**config.mk**
```make
export PLATFORM = sky130hd
export DESIGN_NAME = regfile_wb_arbiter_flat
export DESIGN_NICKNAME = d
export VERILOG_FILES = /design/src/rtl/regfile_wb_arbiter_if.sv /design/src/rtl/regfile_wb_arbiter.sv /design/src/flat_wrapper.sv
export SDC_FILE = /design/constraint.sdc
export NUM_CORES = 1
export LEC_CHECK = 0
export BUFFER_PORTS_ARGS = -buffer_cell sky130_fd_sc_hd__buf_2
export CAP_MARGIN = 15
export CORE_MARGIN = 2
export CORE_UTILIZATION = 47
export CTS_CLUSTER_SIZE = 25
export DETAILED_ROUTE_END_ITERATION = 8
export GPL_ROUTABILITY_DRIVEN = 0
export PLACE_DENSITY = 0.81
export SYNTH_ARGS = -nofsm -noshare
export SYNTH_HDL_FRONTEND = slang
export SYNTH_SLANG_ARGS = --single-unit
```
**constraint.sdc**
```tcl
create_clock -name clk -period 3.5 [get_ports clk]
set_clock_uncertainty 0.15 [all_clocks]
set_input_delay 0 -clock clk [delete_from_list [all_inputs] [get_ports clk]]
set_output_delay 0 -clock clk [all_outputs]
set_load 0.005 [all_outputs]
```
**src/rtl/regfile_wb_arbiter_if.sv**
```systemverilog
// Writeback bus between the NREQ writeback sources and the register-file write port.
// The arbiter takes the slave modport; whoever drives the requests takes master.
interface regfile_wb_arbiter_if #(
    parameter int NREQ = 3,
    parameter int DW   = 32,
    parameter int AW   = 5
);
    logic [NREQ-1:0]    req_valid;
    logic [NREQ-1:0]    req_ready;
    logic [NREQ*AW-1:0] req_wsel;
    logic [NREQ*DW-1:0] req_data;
    logic               rf_wen;
    logic [AW-1:0]      rf_wsel;
    logic [DW-1:0]      rf_in;
    logic [2**AW-1:0]   pend_mask;
    logic               drop_err;
    logic [7:0]         drop_cnt;

    modport slave (
        input  req_valid, req_wsel, req_data,
        output req_ready, rf_wen, rf_wsel, rf_in, pend_mask, drop_err, drop_cnt
    );

    modport master (
        output req_valid, req_wsel, req_data,
        input  req_ready, rf_wen, rf_wsel, rf_in, pend_mask, drop_err, drop_cnt
    );
endinterface

```
**src/rtl/regfile_wb_arbiter.sv**
```systemverilog
// Round-robin arbiter sharing the single register-file write port among NREQ writeback sources.
// Writes aimed at the hardwired registers 0..PROT_REGS-1 are accepted, suppressed and counted.
module regfile_wb_arbiter #(
    parameter int NREQ      = 3,
    parameter int DW        = 32,
    parameter int AW        = 5,
    parameter int PROT_REGS = 3
) (
    input  logic                 clk,
    input  logic                 reset,
    regfile_wb_arbiter_if.slave  wb
);
    localparam int PW    = (NREQ > 1) ? $clog2(NREQ) : 1;
    localparam int NREGS = 2**AW;

    logic [PW-1:0]    rr_ptr;
    logic [PW-1:0]    win;
    logic [PW-1:0]    win_next;
    logic             found;
    logic [NREQ-1:0]  grant;
    logic [AW-1:0]    win_wsel;
    logic [DW-1:0]    win_data;
    logic             win_prot;
    logic [NREGS-1:0] one_hot;

    logic             rf_wen_q;
    logic [AW-1:0]    rf_wsel_q;
    logic [DW-1:0]    rf_in_q;
    logic [NREGS-1:0] pend_mask_q;
    logic             drop_err_q;
    logic [7:0]       drop_cnt_q;

    // Scan from rr_ptr upward (wrapping); the first valid requester wins.
    // NOTE: every signal written here gets a default before the loop, so no path leaves it unassigned and no latch is inferred.
    always_comb begin
        grant = '0;
        win   = '0;
        found = 1'b0;
        for (int k = 0; k < NREQ; k++) begin
            int cand;
            cand = (int'(rr_ptr) + k) % NREQ;
            if (!found && wb.req_valid[cand]) begin
                found       = 1'b1;
                win         = PW'(cand);
                grant[cand] = 1'b1;
            end
        end
    end

    assign win_next = (win == PW'(NREQ - 1)) ? '0 : win + 1'b1;
    assign win_wsel = wb.req_wsel[win*AW +: AW];
    assign win_data = wb.req_data[win*DW +: DW];
    assign win_prot = (win_wsel < AW'(PROT_REGS));
    assign one_hot  = {{(NREGS-1){1'b0}}, 1'b1} << win_wsel;

    // Grants are withheld while reset is held so no source believes it transferred.
    assign wb.req_ready = reset ? grant : '0;

    // NOTE: state is updated with non-blocking assignments so every register samples pre-edge values.
    always_ff @(posedge clk or negedge reset) begin
        if (!reset) begin
            rr_ptr      <= '0;
            rf_wen_q    <= 1'b0;
            rf_wsel_q   <= '0;
            rf_in_q     <= '0;
            pend_mask_q <= '0;
            drop_err_q  <= 1'b0;
            drop_cnt_q  <= '0;
        end else begin
            rf_wen_q    <= 1'b0;
            pend_mask_q <= '0;
            drop_err_q  <= 1'b0;
            if (found) begin
                rr_ptr    <= win_next;
                rf_wsel_q <= win_wsel;
                rf_in_q   <= win_data;
                if (win_prot) begin
                    drop_err_q <= 1'b1;
                    if (drop_cnt_q != 8'hFF) begin
                        drop_cnt_q <= drop_cnt_q + 8'd1;
                    end
                end else begin
                    rf_wen_q    <= 1'b1;
                    pend_mask_q <= one_hot;
                end
            end
        end
    end

    assign wb.rf_wen    = rf_wen_q;
    assign wb.rf_wsel   = rf_wsel_q;
    assign wb.rf_in     = rf_in_q;
    assign wb.pend_mask = pend_mask_q;
    assign wb.drop_err  = drop_err_q;
    assign wb.drop_cnt  = drop_cnt_q;
endmodule
```
**src/flat_wrapper.sv**
```systemverilog
// flat-port wrapper written by rule: the top's interface ports become plain ports
module regfile_wb_arbiter_flat 
#(
    parameter int NREQ      = 3,
    parameter int DW        = 32,
    parameter int AW        = 5,
    parameter int PROT_REGS = 3
)
  (clk, reset, wb_req_valid, wb_req_wsel, wb_req_data, wb_req_ready, wb_rf_wen, wb_rf_wsel, wb_rf_in, wb_pend_mask, wb_drop_err, wb_drop_cnt);
  regfile_wb_arbiter_if #(.NREQ(NREQ), .DW(DW), .AW(AW)) wb_i ();
  input  logic clk;
  input  logic reset;
  input wire logic [$bits(wb_i.req_valid)-1:0] wb_req_valid;
  input wire logic [$bits(wb_i.req_wsel)-1:0] wb_req_wsel;
  input wire logic [$bits(wb_i.req_data)-1:0] wb_req_data;
  output wire logic [$bits(wb_i.req_ready)-1:0] wb_req_ready;
  output wire logic [$bits(wb_i.rf_wen)-1:0] wb_rf_wen;
  output wire logic [$bits(wb_i.rf_wsel)-1:0] wb_rf_wsel;
  output wire logic [$bits(wb_i.rf_in)-1:0] wb_rf_in;
  output wire logic [$bits(wb_i.pend_mask)-1:0] wb_pend_mask;
  output wire logic [$bits(wb_i.drop_err)-1:0] wb_drop_err;
  output wire logic [$bits(wb_i.drop_cnt)-1:0] wb_drop_cnt;
  assign wb_i.req_valid = wb_req_valid;
  assign wb_i.req_wsel = wb_req_wsel;
  assign wb_i.req_data = wb_req_data;
  assign wb_req_ready = wb_i.req_ready;
  assign wb_rf_wen = wb_i.rf_wen;
  assign wb_rf_wsel = wb_i.rf_wsel;
  assign wb_rf_in = wb_i.rf_in;
  assign wb_pend_mask = wb_i.pend_mask;
  assign wb_drop_err = wb_i.drop_err;
  assign wb_drop_cnt = wb_i.drop_cnt;
  regfile_wb_arbiter #(.NREQ(NREQ), .DW(DW), .AW(AW), .PROT_REGS(PROT_REGS)) u_core (.clk(clk), .reset(reset), .wb(wb_i));
endmodule
```
# ---- Yosys cells after proc, flatten, opt, wreduce, memory -nomap -nowiden
# Index checks and enable logic that the tools add are counted.
dict set report classes {
  add_sub_neg 4
  multipliers 1
  div_mod_pow 3
  order_cmp 7
  eq_ne 2
  n_shift 3
  mux 32
  n_bitwise 2
  n_reduce_logical 8
}
# cell count
set op_table {}
lappend op_table {{$ge 32x1->1 const B} 3}
lappend op_table {{$lt 32x4->1 const B} 3}
lappend op_table {{$shiftx 96x8->32} 1}
lappend op_table {{$mod 32x3->32 const B} 2}
lappend op_table {{$mux 32} 2}
lappend op_table {{$mod 3x3->32 const B} 1}
lappend op_table {{$shl 1x5->32 const A} 1}
lappend op_table {{$mux 1} 16}
lappend op_table {{$shiftx 15x6->5} 1}
lappend op_table {{$mux 3} 4}
lappend op_table {{$add 8x1->8 const B} 1}
lappend op_table {{$mux 2} 4}
lappend op_table {{$ne 8x8->1 const B} 1}
lappend op_table {{$bmux 1 s2} 3}
lappend op_table {{$demux 1 s2} 3}
lappend op_table {{$or 3x3->3} 2}
lappend op_table {{$logic_and 1x1->1} 5}
lappend op_table {{$lt 5x2->1 const B} 1}
lappend op_table {{$mul 2x3->5 const B} 1}
lappend op_table {{$add 2x1->3 const B} 1}
lappend op_table {{$add 2x2->3 const B} 1}
lappend op_table {{$reduce_and 3->1} 1}
lappend op_table {{$add 2x1->2 const B} 1}
lappend op_table {{$eq 2x2->1 const B} 1}
lappend op_table {{$logic_not 1->1} 2}
dict set report totals {
  ff_bits 81
  latch_bits 0
  ramBits 0
  romBits 0
  in_bits 116
  out_inout_bits 82
  word_cells 69
  memories 0
}

# ---- Logic depth before layout (Yosys ltp)
dict set report logic_depth {
  depth_word 16
  depth_mapped 12
  ltp_nobuf 10
}

# ---- Worst setup path before layout
# OpenSTA, ideal clock, no wires.
dict set report synth_timing {
  path_kind {register to register}
  from {register u_core.rr_ptr[0]}
  to {register u_core.drop_cnt_q[1], in the netlist u_core.wb.drop_cnt[1]}
  setup_time_ns 0.125
  arrival_ns 2.875
  t_required_ns 3.225
  slack_ns 0.350
  path_stages_with_launch 12
  n_path_buf 1
  period_less_slack_ns 3.150
  cell_sequence {dfrtp_1 -> inv_1 -> ha_1 -> buf_4 -> and3b_2 -> o221ai_2 -> o2bb2ai_2 -> mux2_2 -> a211o_1 -> nor4b_4 -> nand2_2 -> mux2_4}
}
dict set report synth_between {
  elab_chain_len 15
  elab_cells_between_ends 28
  cone_classes {add/sub: 2; mul: 1; div: 3; order compare: 1; shift: 1; mux: 15; reduce/logical: 5}
}
# element line_no
set synth_lines {}
lappend synth_lines {{start, declared} regfile_wb_arbiter.sv:16} ;# logic [PW-1:0] rr_ptr;
lappend synth_lines {{start signal, assigned} regfile_wb_arbiter.sv:74} ;# rr_ptr <= win_next;
lappend synth_lines {{branches (longest 14 deep; another with $mod 32x3->32)} --}
lappend synth_lines {{$reduce_and 3->1 (no line) (*)} --}
lappend synth_lines {{end signal, assigned} regfile_wb_arbiter.sv:80} ;# drop_cnt_q <= drop_cnt_q + 8'd1;
lappend synth_lines {{end, declared} regfile_wb_arbiter.sv:31} ;# logic [7:0] drop_cnt_q;
# Every way passes the cells marked *. The select of a mux whose other input is x is not followed.
# A chain may end at the register's enable or synchronous reset.

# ---- Worst setup path after layout
# Same ends and word-level chain as after synthesis.

==> results.md <==
* Via density at 5.41
* Post-synthesis sequential area ratio at 0.487
* Antenna Cells at 0
* Fmax at 0.291 GHz
* Most frequent cells in the layout: buf_2 (196), dfrtp_1 (80), dlygate4sd3_1 (68)
* Num CTS Buffers at 9
* Worst EP required at 3570 ps
* Wire length after detailed routing at 13100 um
* # clock sinks at 81
* Status: finished clean
* TritonCTS clock tree: yes
* Total Neg Setup Slack at 0 ps
* Fillers at 618
* Pleak at 3.15 nW
* Core Rows at 34
* Hold crit path type: in -> reg
* Cells after DPL at 723
* First-pass iteration count of the detailed router at 5
* Die area at 0.00962 sq mm
* Post-synth EDFFs at 0
* Multi-input logic area at 0.00208 sq mm
* Initial antenna violation count at 0
* FF+latch area at 0.00203 sq mm
* Post-DP HPWL at 8620 um
* Detailed Route Iter0 Violations at 172
* Worst Tran Pin Value at 635 ps
* Hold Fails Final Rpt at 0
* Vias in the first global route at 4495
* H-Tree Depth at 3
* Grt total ovfl at 0
* Post-route setup slack at 65.2 ps
* Clk root buf: clkbuf_8
* Max-cap violation count at 0
* Post-synth cell types at 59
* CP startpoint kind: flip-flop
* First-pass GRT wire length at 20700 um
* Biggest cell delay along the critical path at 420 ps
* ANT nets after route at 0
* Die width at 98.1 um
* Latest clock arrival within the worst-skew pair at 340 ps
* FF+latch count, synth at 81
* CP endpoint kind: flip-flop
* Chip Height at 98.1 um
* Kind of critical path: reg -> reg
* Port buffer count at 197
* Via count at 4379
* Critical path's slowest cell: dfrtp_2
* Final setup vio count at 0
* Commonest non-fill, non-tap cell in the layout: buf_2
* Mean Syn Cell Area at 9.72 sq um
* Fin nets at 818
* Power per cell area at 1030 mW/mm^2
* Post-Route Utilization at 0.727
* CTS max path bufs at 2
* Crit path time final at 3430 ps
* Most used cell, CP: buf_4
* Total GRT Usage at 0.267
* Max Slew Vio Count at 0
* Ys Warns at 0
* Filler-free cell count of the finished design at 809
* Initial Utilization at 0.482
* Clk slew on worst S/H paths at 80 ps
* Rel. slew slack at 0.577
* Mapped Area at 0.00416 sq mm
* Core area at 0.00864 sq mm
* DRC violation count after routing at 0
* Predominant post-synthesis flop cell: dfrtp_1
* Cell count after synthesis at 428
* # IOs at 198
* VDD IR max at 0.461 mV
* Pin count of the biggest net entering global routing at 53
* Hold slack at 22.2 ps
* Crit path cell chain: inv_1, ha_4, buf_6, nand2_1, a221oi_2, o32ai_4, or2_4, buf_4, a211o_1, nor4b_4, buf_4, nand2_2, mux2_4
* CP top delay family: compound AO/OA/AOI/OAI gates
* Crit path buf inv count at 4
* Setup WS pre-CTS at -94.5 ps
* Critical path arrival at 3500 ps
* Fin crit share at 0.981
* Area Overhead vs Synth at 51.0%
* Layout cell share with drive strength beyond 1 at 0.369
* Async set-or-reset flop fraction in the synthesized netlist at 1.00
* WL per Instance at 16.2 um
* Critical path fanouts, max at 9
==> worst register-to-register path, stage by stage (launching register included) <==
cell,delay (ps)
dfrtp_2,420
inv_1,110
ha_4,320
buf_6,140
nand2_1,80
a221oi_2,320
o32ai_4,180
or2_4,310
buf_4,170
a211o_1,300
nor4b_4,270
buf_4,190
nand2_2,80
mux2_4,300
==> repair_timing <==
action	4_1_cts	5_1_grt
gates resized for setup	2	11
hold endpoints to repair	88	0
setup buffers	2	1
setup endpoints to repair	2	38
hold buffers	68	0
pin swaps	2	3
==> layer usage <==
metal / GRT usage / wire [um] / vias up
met5: 0 / 0 / -
met3: 0.0601 / 872 / 53
li1: - / - / 2019
met2: 0.466 / 6620 / 225
met1: 0.304 / 5010 / 2082
met4: 0.144 / 606 / 0
==> sequential cells by signal, indices dropped and copies added, names as in the netlist <==
signal               cells
u_core.wb.rf_wsel        5
u_core.wb.drop_err       1
u_core.wb.rf_in         32
u_core.rr_ptr            2
u_core.wb.rf_wen         1
u_core.wb.pend_mask     32
u_core.wb.drop_cnt       8
==> cell usage after synthesis, types with 5 or more instances <==
master / instances / area [sq um]
a21oi_1: 33 / 165
mux2_2: 6 / 67.6
clkbuf_1: 15 / 56.3
nand3_1: 6 / 30.0
nor2_1: 55 / 206
mux2i_1: 38 / 380
o21ai_0: 37 / 185
dfrtp_1: 81 / 2030
nor3_1: 15 / 75.1
ha_1: 5 / 62.6
nand2_1: 51 / 191
and3_1: 5 / 31.3
inv_1: 5 / 18.8
==> cell families after synthesis <==
kind of cell,count (synthesis),synth area share
muxes,48,0.122
and+or+nand+nor,158,0.178
other,1,0.000901
AOI/OAI and AO/OA,96,0.146
buffers and inverters,32,0.0364
adders and majority gates,5,0.0150
xor gates and xnor gates,7,0.0147
DFF,81,0.487
==> stage by stage <==
stage / area [sq um] / total power [mW]
floorplan: 4170 / 3.89
global placement: 5300 / 4.81
detailed placement: 5300 / 4.95
CTS: 6220 / 6.29
global route: 6280 / 6.96
finish: 6280 / 6.49
==> report_power, final <==
| part | internal, mW | leakage, nW | switching [mW] |
|---|---|---|---|
| sequential | 1.31 | 1.03 | 0.196 |
| clock | 0.398 | 0.102 | 0.328 |
| combinational | 2.04 | 2.01 | 2.21 |
==> worst paths after layout <==
| kind | from | end | slack (ps) | cells after the start |
|---|---|---|---|---|
| setup / recovery | u_core.rr_ptr[0]$_DFFE_PN0P_ | u_core.wb.drop_cnt[1]$_DFFE_PN0P_ | 70 | 13 |
| hold / removal | wb_req_wsel[13] | u_core.wb.rf_wen$_DFF_PN0_ | 20 | 4 |
| setup reg to reg | u_core.rr_ptr[0]$_DFFE_PN0P_ | u_core.wb.drop_cnt[1]$_DFFE_PN0P_ | 70 | 13 |
| hold reg to reg | u_core.wb.rf_wsel[4]$_DFFE_PN0P_ | u_core.wb.rf_wsel[4]$_DFFE_PN0P_ | 330 | 1 |
| max in group asynchronous | reset | u_core.wb.rf_in[23]$_DFFE_PN0P_ | 2220 | 3 |
| min in group asynchronous | reset | u_core.wb.pend_mask[0]$_DFF_PN0_ | 60 | 2 |
==> area by class of cell <==
class,count,area share
repair buffers,283,0.288
multi-input cells,317,0.331
well taps,108,0.0215
clock inverters,5,0.0129
flip-flops and latches,81,0.323
inverters,5,0.00299
clock buffers,10,0.0203
(Power assumes the default switching activity.)
